[config.mk]
export PLATFORM = sky130hd
export DESIGN_NAME = scan_sequencer
export DESIGN_NICKNAME = d
export VERILOG_FILES = /design/src/rtl/scan_sequencer.sv
export SDC_FILE = /design/constraint.sdc
export NUM_CORES = 1
export LEC_CHECK = 0
export ABC_AREA = 0
export BUFFER_PORTS_ARGS = -buffer_cell sky130_fd_sc_hd__buf_4
export CORE_ASPECT_RATIO = 0.5
export CORE_MARGIN = 10
export CORE_UTILIZATION = 45
export DETAILED_ROUTE_END_ITERATION = 8
export PLACE_DENSITY_LB_ADDON = 0.15
export SYNTH_ARGS = -nofsm -noshare
export SYNTH_HDL_FRONTEND = slang
export SYNTH_SLANG_ARGS = --single-unit
[constraint.sdc]
create_clock -name clk -period 3.9 [get_ports clk]
set_input_delay 0.78 -clock clk [delete_from_list [all_inputs] [get_ports clk]]
set_output_delay 0.78 -clock clk [all_outputs]
set_load 0.05 [all_outputs]
[src/rtl/scan_sequencer.sv]
// rtl/scan_sequencer.sv - channel index sequencer for a 3-to-8 one-hot decoder.
// Up/down/ping-pong scan over enabled channels with per-slot dwell and pass reporting.
module scan_sequencer #(
  parameter int DWELL_W = 8
) (
  input  logic               clk,
  input  logic               rst,
  input  logic               start,
  input  logic               stop,
  input  logic [1:0]         mode,
  input  logic               single,
  input  logic [DWELL_W-1:0] dwell,
  input  logic [7:0]         chan_mask,
  output logic [2:0]         sel,
  output logic               sel_en,
  output logic               busy,
  output logic               slot_tick,
  output logic               pass_done
);

  typedef enum logic {IDLE, SCAN} state_t;

  // {valid, index} of nearest enabled channel strictly above / below s
  function automatic logic [3:0] find_above(input logic [7:0] m, input logic [2:0] s);
    logic [3:0] r;
    r = 4'd0;
    for (int i = 7; i >= 0; i--)
      if (i > int'(s) && m[i]) r = {1'b1, 3'(i)};
    return r;
  endfunction

  function automatic logic [3:0] find_below(input logic [7:0] m, input logic [2:0] s);
    logic [3:0] r;
    r = 4'd0;
    for (int i = 0; i < 8; i++)
      if (i < int'(s) && m[i]) r = {1'b1, 3'(i)};
    return r;
  endfunction

  function automatic logic [2:0] lowest(input logic [7:0] m);
    logic [2:0] r;
    r = 3'd0;
    for (int i = 7; i >= 0; i--)
      if (m[i]) r = 3'(i);
    return r;
  endfunction

  function automatic logic [2:0] highest(input logic [7:0] m);
    logic [2:0] r;
    r = 3'd0;
    for (int i = 0; i < 8; i++)
      if (m[i]) r = 3'(i);
    return r;
  endfunction

  state_t             state, state_d;
  logic [DWELL_W-1:0] cnt, cnt_d;
  logic [1:0]         mode_q, mode_d;
  logic               single_q, single_d;
  logic               dir, dir_d;       // 1 = moving down (ping-pong only)
  logic               last, last_d;     // current slot closes a pass
  logic [2:0]         sel_d;
  logic               sel_en_d, busy_d, tick_d, pd_d;

  logic [2:0] lo, hi;
  logic [3:0] abv, blw, blw_nxt;
  logic       load, go_idle;
  logic [1:0] md;
  logic [2:0] nxt;
  logic       nxt_dir, nxt_last;

  assign lo      = lowest(chan_mask);
  assign hi      = highest(chan_mask);
  assign abv     = find_above(chan_mask, sel);
  assign blw     = find_below(chan_mask, sel);
  assign blw_nxt = find_below(chan_mask, nxt);

  always_comb begin
    state_d  = state;
    cnt_d    = cnt;
    mode_d   = mode_q;
    single_d = single_q;
    dir_d    = dir;
    last_d   = last;
    sel_d    = sel;
    sel_en_d = sel_en;
    busy_d   = busy;
    tick_d   = 1'b0;
    pd_d     = 1'b0;
    load     = 1'b0;
    go_idle  = 1'b0;
    md       = (state == IDLE) ? mode : mode_q;
    nxt      = sel;

    case (state)
      IDLE: begin
        if (start && chan_mask != 8'd0) begin
          state_d  = SCAN;
          mode_d   = mode;
          single_d = single;
          load     = 1'b1;
          nxt      = (mode == 2'b01) ? hi : lo;
        end
      end
      default: begin
        if (stop) begin
          go_idle = 1'b1;
        end else if (cnt != '0) begin
          cnt_d  = cnt - DWELL_W'(1);
          tick_d = (cnt == DWELL_W'(1));
          pd_d   = (cnt == DWELL_W'(1)) && last;
        end else if (chan_mask == 8'd0 || (single_q && last)) begin
          go_idle = 1'b1;
        end else begin
          load = 1'b1;
          case (mode_q)
            2'b01:   nxt = blw[3] ? blw[2:0] : hi;
            2'b10: begin
              if (!dir) nxt = abv[3] ? abv[2:0] : (blw[3] ? blw[2:0] : lo);
              else      nxt = blw[3] ? blw[2:0] : (abv[3] ? abv[2:0] : lo);
            end
            default: nxt = abv[3] ? abv[2:0] : lo;
          endcase
        end
      end
    endcase

    // Endpoints force the turn-around so ping-pong never repeats them
    if (nxt == hi)      nxt_dir = 1'b1;
    else if (nxt == lo) nxt_dir = 1'b0;
    else                nxt_dir = (nxt < sel);

    case (md)
      2'b01:   nxt_last = (nxt == lo);
      2'b10:   nxt_last = (lo == hi) || (nxt_dir && blw_nxt[2:0] == lo);
      default: nxt_last = (nxt == hi);
    endcase

    if (load) begin
      sel_d    = nxt;
      sel_en_d = 1'b1;
      busy_d   = 1'b1;
      cnt_d    = dwell;
      dir_d    = nxt_dir;
      last_d   = nxt_last;
      tick_d   = (dwell == '0);
      pd_d     = (dwell == '0) && nxt_last;
    end

    if (go_idle) begin
      state_d  = IDLE;
      sel_d    = 3'd0;
      sel_en_d = 1'b0;
      busy_d   = 1'b0;
      cnt_d    = '0;
      tick_d   = 1'b0;
      pd_d     = 1'b0;
    end
  end

  always_ff @(posedge clk) begin
    if (rst) begin
      state     <= IDLE;
      cnt       <= '0;
      mode_q    <= 2'b00;
      single_q  <= 1'b0;
      dir       <= 1'b0;
      last      <= 1'b0;
      sel       <= 3'd0;
      sel_en    <= 1'b0;
      busy      <= 1'b0;
      slot_tick <= 1'b0;
      pass_done <= 1'b0;
    end else begin
      state     <= state_d;
      cnt       <= cnt_d;
      mode_q    <= mode_d;
      single_q  <= single_d;
      dir       <= dir_d;
      last      <= last_d;
      sel       <= sel_d;
      sel_en    <= sel_en_d;
      busy      <= busy_d;
      slot_tick <= tick_d;
      pass_done <= pd_d;
    end
  end

endmodule
* Word-level counts from Yosys, hierarchy flattened *
Index checks and enable logic that the tools add are counted.
Widths: inputs -> output; s select.

word-level totals
  register bits = 20
  output and inout port bits = 7

operators by class
  $add $sub $neg = 1
  magnitude comparators = 21
  equal/unequal tests = 11
  muxes and demuxes = 74
  bitwise logic cells = 1
  reductions and logical operators = 36

operator list
  cell                 number
  $mux 3               32
  $mux 4               14
  $mux 8               4
  $logic_and 1x1->1    25
  $mux 1               21
  $lt 3x3->1 const A   6
  $logic_not 8->1      2
  $reduce_bool 8->1    2
  $eq 3x3->1           4
  $gt 3x3->1 const A   4
  $lt 2x3->1 const A   4
  $lt 1x3->1 const A   3
  $eq 8x1->1 const B   1
  $sub 8x1->8 const B  1
  $eq 2x1->1 const B   3
  $gt 2x3->1 const A   2
  $pmux 3 s2           1
  $eq 2x2->1 const B   2
  $reduce_bool 2->1    2
  $gt 1x3->1 const A   1
  $lt 3x3->1           1
  $reduce_and 3->1     1
  $logic_or 1x1->1     2
  $mux 2               1
  5 further kinds      5

* Depth between registers and ports, before layout *
Gate-level depths: netlist of run 1.

  depth in word-level cells = 31
  mapped depth = 18

* Least setup slack after synthesis of run 1 *
Ideal clock, no wire load.

  path type = input to register
  start = in chan_mask[2]
  end = reg last
  setup time = 73 ps
  data arrival time = 3577 ps
  required time = 3827 ps
  path slack = 250 ps
  cell stages on the path = 17
  path buffers = 1
  path through = buf_2 or2_2 o2111ai_1 nand2_1 a41oi_1 o21ai_1 o211ai_2 and2_1 inv_1 ha_1 o21ai_0 o21ai_0 a21oi_1 o2bb2ai_1 o31ai_2 nor2_1 nor3_2

on the way
  cells in the longest elaborated chain, start to end = 26
  elaborated cells between the ends (all ways) = 68
  classes of those cells = order compare: 7; eq/ne: 4; mux: 43; reduce/logical: 14

ends and longest elaborated chain
  what                  line  source
  start, declared       13    input logic [7:0] chan_mask,
  $logic_and 1x1->1     36    if (i < int'(s) && m[i]) r = {1'b1, 3'(i)};
  $mux 4 (5 in series)  36
  $mux 3 (3 in series)  119   if (!dir) nxt = abv[3] ? abv[2:0] : (blw[3] ? blw[2:0] : lo);
  $pmux 3 s2            116   case (mode_q)
  $mux 3                112   end else if (chan_mask == 8'd0 || (single_q && last)) begin
  $mux 3                108   end else if (cnt != '0) begin
  $mux 3                106   if (stop) begin
  $mux 3 (*)            95    case (state)
  named net nxt[1]      69    logic [2:0] nxt;
  $lt 1x3->1            36
  $logic_and 1x1->1     36
  $mux 3 (6 in series)  36
  $eq 3x3->1            135   2'b10: nxt_last = (lo == hi) || (nxt_dir && blw_nxt[2:0] == lo);
  $logic_and 1x1->1     135
  $logic_or 1x1->1      135
  $pmux 1 s2 (*)        133   case (md)
  end signal, assigned  180   last <= last_d;
  end, declared         61    logic last, last_d;

The timed path passes the listed nets; every way through them passes the cells marked *.
A chain may end at the register's enable or synchronous reset.

* Worst setup path after layout of run 1 *
  start = in chan_mask[4]
  end = reg last

on the way
  cells in the longest elaborated chain, start to end = 25
  elaborated cells between the ends (all ways) = 68
  classes of those cells = order compare: 7; eq/ne: 4; mux: 43; reduce/logical: 14

ends and longest elaborated chain
  what                                                   line
  $mux 3 / $logic_and 1x1->1 (equally long branches)     44, 28
  $mux 3 / $mux 4 (equally long branches) (4 in series)  44, 28
  $mux 3, on equally long branches                       119, 120, 122
  $mux 3, on equally long branches                       119, 120
  $mux 3                                                 119
  $pmux 3 s2                                             116
  $mux 3                                                 112
  $mux 3                                                 108
  (+2 left out)                                          -
  named net nxt[2]                                       69
  $lt 1x3->1                                             36
  $logic_and 1x1->1                                      36
  $mux 3 (6 in series)                                   36
  $eq 3x3->1                                             135
  $logic_and 1x1->1                                      135
  $logic_or 1x1->1                                       135
  $pmux 1 s2 (*)                                         133

Marked as above.

==> impl_metrics.csv, run 1 <==
group,metric,value,unit
pwr,powerDensity,319.6,nW/um^2
yosys,synth_edf_count,0,
cts,cts.repair.resized,0,
grt,gr-total-overflow,0,
place,place_area,2844,um^2
worst_setup_path,r2r_cells,16,
cells_and_area,area_growth,18.33,%
yosys,ys_seq_area_share,16.25,%
timing,finalMaxSlewViolations,0,
worst_setup_path,end_kind,"register",
yosys,syn_area,2464,um^2
place,io_buffers,29,
worst_setup_path,cp-start-kind,"primary input",
floorplanning,die_area,9014,um^2
floorplanning,rows,18,
cts,tritoncts.num_buffers,3,
run_status,status,"finished clean",
floorplanning,die_h,72.32,um
floorplanning,core-area,5112,um^2
worst_setup_path,r2r-start,"sel[0]",
cts,path_clk_slew,0.09,ns
cells_and_area,diodes,0,
timing,fin_crit_sh,92.87,%
worst_setup_path,path_depth,15,
hold_path,hold_class,"register to register",
worst_setup_path,timing.critical_path.mode_cell,"o21ai_0",
floorplanning,floorplan.initialDensity,48.19,%
timing,period_needed,3.622,ns
cells_and_area,final_cell_mix,"buf_4 (56), nor2_1 (39), nand2_1 (28)",
grt,grt_pass1_vias,2654,
timing,worst_slew_pin_slew,0.6501,ns
worst_setup_path,critPathKind,"primary input to register",
timing,hold_viol,0,
worst_setup_path,r2r_end,"last",
cells_and_area,seq_area,400.4,um^2
yosys,syn_area_per_cell,7.398,um^2
cts,cts_root_buffer,"clkbuf_8",
detailed_routing,wl_per_cell,18.84,um
detailed_routing,ant_nets,0,
cts,clk_latency,0.27,ns
grt,grt_max_degree,21,
yosys,yosys_most_used_dff,"dfxtp_1",
place,place_inst,439,
detailed_routing,drt-pass1-iter-count,5,
timing,hold_slack,0.4708,ns
cts,cts_buffer_depth,2,
worst_setup_path,r2r_slack,0.29,ns
timing,tns,0,ns
pwr,static-leakage-power,1.153,nW
timing,slew_headroom,55.54,%
cts,postCtsSetupRepairBufs,0,
grt,grt_pass1_wl,13.39,mm
detailed_routing,drtIter0Drc,230,
worst_setup_path,path_cells,"buf_4 > or4_1 > nand2_1 > a211oi_1 > o31a_1 > o21ai_4 > inv_1 > ha_1 > o21ai_0 > o21ai_0 > a21oi_1 > o2bb2ai_1 > o31ai_2 > nor2_1 > nor3_2",
yosys,syn-num-nets,364,
place,gp_congestion,0.9433,
cells_and_area,fin_cells,443,
floorplanning,die_w,124.6,um
detailed_routing,drc,0,
cts,cts.sinks,20,
detailed_routing,vias,2812,
grt,antenna_found_initial,0,
yosys,ys_types,78,
cells_and_area,num-nets-final,405,
place,hpwlAfterDp,6.545,mm
floorplanning,ioPinCount,30,
timing,rsz0062_at_grt,"no",
yosys,ys_warn_count,0,
worst_setup_path,crit_required,4.11,ns
cells_and_area,final_common_cell,"buf_4",
yosys,synthArstFlopShare,0,%
cells_and_area,design_area,2915,um^2
detailed_routing,routed_via_density,6.348,
cts,cts_hold_buf,0,
cells_and_area,fill_cells,501,
worst_setup_path,arrival,3.83,ns
timing,setup_viol,0,
worst_setup_path,cp_top_family,"compound AO/OA/AOI/OAI gates",
detailed_routing,wirelength,8.345,mm
pwr,power,931.8,uW
timing,fmax,276.1,MHz
run,drv_cap,0,
worst_setup_path,slowest_delay,0.63,ns
worst_setup_path,slowest_stage,"or4_1",
grt,grt_use_total,17.63,%
timing,finClkSkew,0.003068,ns
worst_setup_path,cp-endpoint,"last",
yosys,postSynthCellCount,333,
worst_setup_path,crit_fanout,13,
cts,htreeDepth,1,
cells_and_area,layout-drive-gt1-share,22.25,%
worst_setup_path,crit_start,"chan_mask[4]",
pwr,ir_drop,0.2157,mV
cells_and_area,multi_input_area,1857,um^2
cts,cts_tree,"built",
worst_setup_path,worstPathBufferInverterCount,2,
yosys,ys_seq_elements,20,
flip-flops by register name (all words and copies together) (netlist names):
| name | count |
|---|---|
| cnt | 8 |
| sel | 3 |
| mode_q | 2 |
| busy | 1 |
| dir | 1 |
| last | 1 |
| slot_tick | 1 |
| single_q | 1 |
| state | 1 |
| pass_done | 1 |
final cells by class:
type | instances | share of cell area [%]
clock inverters | 1 | 1.030
clock buffers | 3 | 1.416
multi-input cells | 272 | 63.69
inverters | 21 | 2.704
well taps | 70 | 3.004
repair buffers | 56 | 14.42
flip-flops and latches | 20 | 13.73
kinds of logic (layout without fill, tap and decap cells):
family,Yosys count,after routing,share of synthesized area [%]
AOI/OAI and AO/OA,122,122,38.85
xor gates and xnor gates,10,10,3.555
adders and majority gates,8,8,4.063
buffers and inverters,41,81,8.380
DFF,20,20,16.25
muxes,5,5,2.032
and+or+nand+nor,127,127,26.87
cell usage after synthesis (3+ instances only):
master,count,area [um^2]
clkbuf_1,4,15.01
a22oi_1,3,22.52
ha_1,8,100.1
o2111ai_1,3,26.28
and3_1,5,31.28
a21oi_1,25,125.1
o31a_1,3,26.28
buf_2,6,30.03
inv_1,20,75.07
nand2b_1,7,43.79
o21ai_1,4,20.02
mux2i_1,5,50.05
xor2_1,5,43.79
a31oi_1,5,31.28
nor4_1,6,37.54
o31ai_1,5,37.54
nand2_1,28,105.1
nand3_1,6,30.03
nor2_1,39,146.4
o22ai_1,4,25.02
and2_1,4,25.02
nor3_1,8,40.04
buf_4,8,60.06
nor2b_1,7,43.79
o21ai_0,12,60.06
a211oi_1,13,97.59
dfxtp_1,20,400.4
xnor2_1,5,43.79
metrics by stage:
stage | util (%) | setup WS [ns]
after detailed placement | 55.63 | 0.02646
after global routing | 57.02 | 0.003046
final | 57.02 | 0.2781
after global placement | 55.63 | 0.07341
after floorplan | - | 0.2496
after CTS | 57.02 | 0.3167
worst min-delay path by stage:
stage	to	start	cells after the start	slack, ns
final	single_q	single_q	2	0.47
after global routing	single_q	single_q	2	0.49
after CTS	single_q	single_q	2	0.48
after detailed placement	single_q	single_q	2	0.47
after global placement	single_q	single_q	2	0.47
after floorplan	single_q	single_q	2	0.44
metal layers:
| metal | global-route usage (%) | vias to the layer above | routed length, um |
|---|---|---|---|
| li1 | - | 1324 | - |
| met1 | 22.87 | 1339 | 3819 |
| met2 | 29.07 | 137 | 3726 |
| met3 | 4.278 | 12 | 694 |
| met4 | 3.851 | 0 | 105 |
| met5 | 0 | - | 0 |
power by group:
| part | switching [mW] | internal, mW |
|---|---|---|
| Combinational | 0.269 | 0.187 |
| Sequential | 0.0301 | 0.224 |
| Clock | 0.0844 | 0.137 |
tightest hold or removal path: cells and delay by family (launching register included):
family	cells	cell delay, ns
AND/OR/NAND/NOR	1	0.05
AO/OA/AOI/OAI	1	0.05
flip-flops	1	0.33
Power figures use the tool's default switching activity.
==> run 2, diff against run 1 <==
ABC_AREA = 1   (was 0)
==> run 2 against run 1 <==
- utilization decreased by 4.0 points
- non-clock buffer count decreased by 27
- worst setup slack improved by 0.28 ns
- routed wire length decreased by 22%
- sequential share of layout area increased by 1.8 points
- hold slack improved by 0.027 ns
- highest routed layer unchanged
==> impl_metrics.csv, run 2 <==
group,metric,value,unit
worst_setup_path,cp-start-kind,"register",
cts,htreeDepth,1,
floorplanning,die_area,8384,um^2
detailed_routing,wirelength,6.477,mm
timing,rsz0062_at_grt,"no",
worst_setup_path,crit_required,4.10,ns
floorplanning,die_w,119.9,um
cells_and_area,num-nets-final,443,
yosys,synth_area_leader_cell,"nand2_1",
place,gp_congestion,0.8974,
yosys,syn_area,2245,um^2
floorplanning,ioPinCount,30,
detailed_routing,drt-pass1-iter-count,5,
worst_setup_path,r2r_slack,0.56,ns
cts,tritoncts.num_buffers,3,
floorplanning,floorplan.initialDensity,46.14,%
timing,slew_headroom,64.49,%
pwr,power,991.9,uW
place,place_area,2524,um^2
pwr,static-leakage-power,1.333,nW
timing,fin_crit_sh,85.63,%
place,hpwlAfterDp,5.281,mm
run_status,status,"finished clean",
worst_setup_path,crit_start,"sel[2]",
timing,hold_slack,0.4980,ns
hold_path,min_path_cells,2,
worst_setup_path,r2r_cells,26,
timing,period_needed,3.340,ns
cells_and_area,largest_reg_flops,8,
worst_setup_path,r2r-start,"sel[2]",
cells_and_area,reg_top3,"cnt: 8 flops, sel: 3 flops, mode_q: 2 flops",
cells_and_area,diodes,0,
place,pre_cts_ws,0.3899,ns
worst_setup_path,end_kind,"register",
grt,gr-total-overflow,0,
cts,cts.sinks,20,
cts,clk_latency,0.26,ns
cts,cts_buffer_depth,2,
yosys,ys_seq_elements,20,
yosys,yosysMostFrequentCell,"nand2_1",
grt,grt_pass1_vias,2472,
timing,worst_slack,0.5603,ns
cts,cts_tree,"built",
yosys,syn_area_per_cell,5.876,um^2
grt,grt_max_degree,19,
timing,setup_viol,0,
detailed_routing,vias,2566,
yosys,syn-num-nets,413,
pwr,powerDensity,384.7,nW/um^2
detailed_routing,wl_per_cell,13.47,um
detailed_routing,ant_nets,0,
cts,cts_root_buffer,"clkbuf_8",
grt,antenna_found_initial,0,
cells_and_area,final_common_cell,"nand2_1",
timing,fmax,299.4,MHz
timing,hold_viol,0,
yosys,synth_common_cells,"nand2_1 (126), inv_1 (41), nand3_1 (27), nor2_1 (27), a21oi_1 (22)",
grt,grt_pass1_wl,11.23,mm
cells_and_area,layout-drive-gt1-share,21.65,%
floorplanning,core-area,4865,um^2
cells_and_area,area_growth,14.88,%
yosys,ys_warn_count,0,
detailed_routing,drtIter0Drc,203,
hold_path,hold_class,"register to register",
cells_and_area,largest_register,"cnt",
pwr,ir_drop,0.1921,mV
floorplanning,rows,18,
yosys,postSynthCellCount,382,
yosys,synth_top_area_share,21.07,%
cells_and_area,final_cell_mix,"nand2_1 (126), inv_1 (41), buf_4 (29)",
yosys,ys_seq_area_share,17.84,%
timing,worst_slew_pin_slew,0.5319,ns
timing,finalMaxSlewViolations,0,
yosys,yosys_most_used_dff,"dfxtp_1",
timing,finClkSkew,0.003732,ns
run,drv_cap,0,
detailed_routing,routed_via_density,5.335,
grt,grt_use_total,15.45,%
worst_setup_path,crit_fanout,10,
floorplanning,die_h,69.94,um
cts,cts.repair.resized,0,
detailed_routing,drc,0,
worst_setup_path,cp-endpoint,"last",
yosys,synthTopCellsByArea,"nand2_1 (21%), dfxtp_1 (18%), inv_1 (6.9%)",
cells_and_area,design_area,2579,um^2
worst_setup_path,r2r_end,"last",
yosys,ys_types,41,
yosys,synth_edf_count,0,
timing,tns,0,ns
place,io_buffers,29,
worst_setup_path,arrival,3.54,ns
yosys,synthArstFlopShare,0,%
cts,cts_hold_buf,0,
cts,path_clk_slew,0.08,ns
cts,postCtsSetupRepairBufs,0,
worst_setup_path,critPathKind,"register to register",
run 2: worst min-delay path by stage:
stage | startpoint | endpoint | slack (ns)
global route | cnt[7] | cnt[7] | 0.54
CTS | cnt[7] | cnt[7] | 0.50
floorplan | last | last | 0.46
global placement | last | last | 0.48
detailed placement | cnt[7] | cnt[7] | 0.49
finish | cnt[7] | cnt[7] | 0.50
run 2: final cells by class:
type	count	area, um^2
Timing Repair Buffer	29	217.7
Sequential cell	20	400.4
Inverter	57	220.2
Tap cell	70	87.58
Multi-Input combinational cell	301	1598
Fill cell	522	2286
Clock buffer	4	55.05
run 2: through the flow:
| step | util, % | cells |
|---|---|---|
| after global routing | 53.01 | 481 |
| after global placement | 51.88 | 477 |
| final | 53.01 | 481 |
| after CTS | 53.01 | 481 |
| after floorplan | - | 382 |
| after detailed placement | 51.88 | 477 |
run 2: kinds of logic after synthesis:
kind of cell,Yosys count,share of synthesized area [%]
AOI/OAI and AO/OA,61,16.33
xor gates and xnor gates,7,2.731
adders and majority gates,8,4.459
buffers and inverters,61,10.98
DFF,20,17.84
and+or+nand+nor,225,47.66
run 2: critical path: stages (launching register included):
cell	delay, ns
dfxtp_1	0.66
nand3_1	0.22
nand2_1	0.12
nand2_2	0.07
nor2_4	0.16
nand2_1	0.08
inv_2	0.08
nand3_1	0.07
nand3_1	0.10
nand3_1	0.10
nand2_1	0.10
nand2_2	0.10
nand2_4	0.12
inv_4	0.06
ha_1	0.18
a21o_1	0.15
a31oi_1	0.14
nand2_1	0.08
nand2_2	0.07
nand3_1	0.07
nor2_1	0.10
nand2_1	0.05
nand2_1	0.05
nand2_1	0.05
nand2_1	0.07
nand3_1	0.09
a21oi_2	0.13
run 2: per-layer routing:
| metal | global-route usage (%) | routed length [um] | vias up |
|---|---|---|---|
| li1 | - | - | 1277 |
| met5 | 0 | 0 | - |
| met1 | 19.82 | 3011 | 1166 |
| met3 | 2.406 | 414 | 15 |
| met4 | 4.388 | 96 | 0 |
| met2 | 26.09 | 2954 | 108 |
run 2: power breakdown:
part / total (mW) / internal [mW] / switching, mW / leakage [nW]
registers: 0.272 / 0.234 / 0.0384 / 0.165
logic: 0.557 / 0.195 / 0.362 / 1.14
clock network: 0.163 / 0.0900 / 0.0731 / 0.0288
total: 0.992 / 0.519 / 0.473 / 1.33
==> run 3, diff against run 2 <==
MAX_ROUTING_LAYER = met4   (was not set)
==> run 3 against run 2 <==
- global-route usage is 0.20 points lower
- non-clock buffer count stayed put
- sequential cell count stayed put
- routed wire length is 3.3% lower
- die area stayed put
- hold slack better by 0.0026 ns
- total power is 4.6% higher
- clock skew is 0.0025 ns higher
- critical path depth stayed put
- clock-buffer cell count is 1 lower
- critical path type unchanged
- largest cell class unchanged
==> impl_metrics.csv, run 3 (synthesis results as in run 2) <==
group,metric,value,unit
run_status,status,"finished clean",
worst_setup_path,crit_fanout,10,
pwr,power,1.038,mW
cells_and_area,area_growth,15.61,%
pwr,powerDensity,400.0,nW/um^2
floorplanning,die_w,119.9,um
cts,cts_buffer_depth,2,
grt,grt_pass1_vias,2297,
grt,antenna_found_initial,0,
pwr,ir_drop,0.2419,mV
cells_and_area,largest_reg_flops,8,
cts,postCtsSetupRepairBufs,0,
cts,htreeDepth,1,
timing,finalMaxSlewViolations,0,
floorplanning,core-area,4865,um^2
floorplanning,rows,18,
timing,slew_headroom,64.46,%
cts,cts_hold_buf,0,
cts,cts.repair.resized,0,
cts,path_clk_slew,0.08,ns
detailed_routing,ant_nets,0,
grt,grt_max_degree,19,
grt,grt_pass1_wl,10.86,mm
pwr,switchingPower,473.0,uW
cells_and_area,final_core_util,53.34,%
grt,gr-total-overflow,0,
worst_setup_path,worstPathBufferInverterCount,2,
floorplanning,floorplan.initialDensity,46.14,%
cts,cts_root_buffer,"clkbuf_8",
grt,grt_use_total,15.25,%
cts,tritoncts.num_buffers,3,
pwr,static-leakage-power,1.340,nW
detailed_routing,routed_via_density,5.027,
timing,rsz0062_at_grt,"no",
worst_setup_path,critPathKind,"register to register",
run,drv_cap,0,
worst_setup_path,crit_required,4.10,ns
pwr,p_comb_share,53.4,%
cts,clk_latency,0.26,ns
pwr,seq_power_share,26.1,%
detailed_routing,wirelength,6.264,mm
cells_and_area,final_common_cell,"nand2_1",
detailed_routing,drt-pass1-iter-count,6,
place,place_inst,477,
detailed_routing,wl_per_cell,13.02,um
cells_and_area,reg_top3,"cnt: 8 flops, sel: 3 flops, mode_q: 2 flops",
worst_setup_path,slowest_delay,0.66,ns
timing,fin_crit_sh,84.44,%
worst_setup_path,end_kind,"register",
timing,setup_viol,0,
cells_and_area,design_area,2595,um^2
timing,tns,0,ns
cells_and_area,num-nets-final,443,
cells_and_area,layout-drive-gt1-share,21.65,%
worst_setup_path,timing.critical_path.mode_cell,"nand2_1",
worst_setup_path,arrival,3.49,ns
worst_setup_path,slowest_stage,"dfxtp_1",
detailed_routing,drtIter0Drc,158,
floorplanning,die_area,8384,um^2
place,hpwlAfterDp,5.172,mm
cells_and_area,final_cell_mix,"nand2_1 (126), inv_1 (41), buf_4 (29)",
hold_path,hold_class,"register to register",
place,place_area,2524,um^2
timing,fmax,303.7,MHz
pwr,switching_share,45.57,%
place,gp_congestion,0.9190,
detailed_routing,drc,0,
floorplanning,ioPinCount,30,
cells_and_area,largest_register,"cnt",
worst_setup_path,cp-start-kind,"register",
worst_setup_path,cp_top_family,"simple AND/OR/NAND/NOR gates",
floorplanning,die_h,69.94,um
timing,finClkSkew,0.006202,ns
cts,cts_tree,"built",
pwr,p_int,564.9,uW
pwr,p_clk_share,20.5,%
timing,period_needed,3.293,ns
cells_and_area,diodes,0,
place,io_buffers,29,
timing,worst_slew_pin_slew,0.5323,ns
cts,cts.sinks,20,
cells_and_area,fin_cells,481,
detailed_routing,vias,2418,
timing,hold_viol,0,
## run 3: cell type report
| cell class | count | area (um^2) |
|---|---|---|
| clock buffer | 3 | 41.29 |
| clock inverter | 1 | 30.03 |
| fill | 523 | 2270 |
| inverter | 57 | 220.2 |
| multi-input combinational | 301 | 1598 |
| sequential | 20 | 400.4 |
| tap | 70 | 87.58 |
| timing repair buffer | 29 | 217.7 |
## run 3: per-layer routing
layer	share of wire (%)	up-vias	wire length, um	global-route usage [%]
met3	5.1	4	317	2.406
met5	0	-	0	-
met2	45	61	2817	24.70
li1	-	1283	-	-
met1	50	1070	3113	20.20
met4	0.24	0	15	1.463
## run 3: worst paths after layout
check        cells after the start  startpoint         to  slack [ns]
max                             26      sel[2]  pass_done        0.61
min                              2        last       last        0.50
max reg2reg                     26      sel[2]  pass_done        0.61
min reg2reg                      2        last       last        0.50
## run 3: metrics by stage
stage               hold WS [ns]  setup WS [ns]
floorplan                 0.4642         0.8616
global placement          0.4845         0.4982
CTS                       0.5016         0.6450
detailed placement        0.4879         0.3996
finish                    0.5006         0.6069
global route              0.5280         0.2604
## run 3: worst reg2reg max path, stage by stage, from the launching register on
cell	delay (ns)
dfxtp_1	0.66
nand2_2	0.16
nand3_1	0.14
nand2_1	0.13
nor2_4	0.17
nand2_1	0.08
inv_2	0.08
nand3_1	0.07
nand3_1	0.07
nand3_1	0.09
nand2_1	0.09
nand2_2	0.10
nand2_4	0.13
inv_4	0.05
ha_1	0.17
a21o_1	0.15
a31oi_1	0.15
nand2_1	0.08
nand2_2	0.06
nand3_1	0.08
nor2_1	0.10
nand2_1	0.06
nand2_1	0.05
nand2_1	0.05
nand2_1	0.07
nand3_1	0.08
a21oi_2	0.11
## run 3: power groups by stage
stage,Combinational [mW],Sequential [mW],Clock (mW)
2_1_floorplan,0.415,0.284,0
3_3_place_gp,0.548,0.275,0
3_5_place_dp,0.551,0.274,0
4_1_cts,0.553,0.270,0.217
5_1_grt,0.626,0.277,0.225
6_report,0.555,0.271,0.213
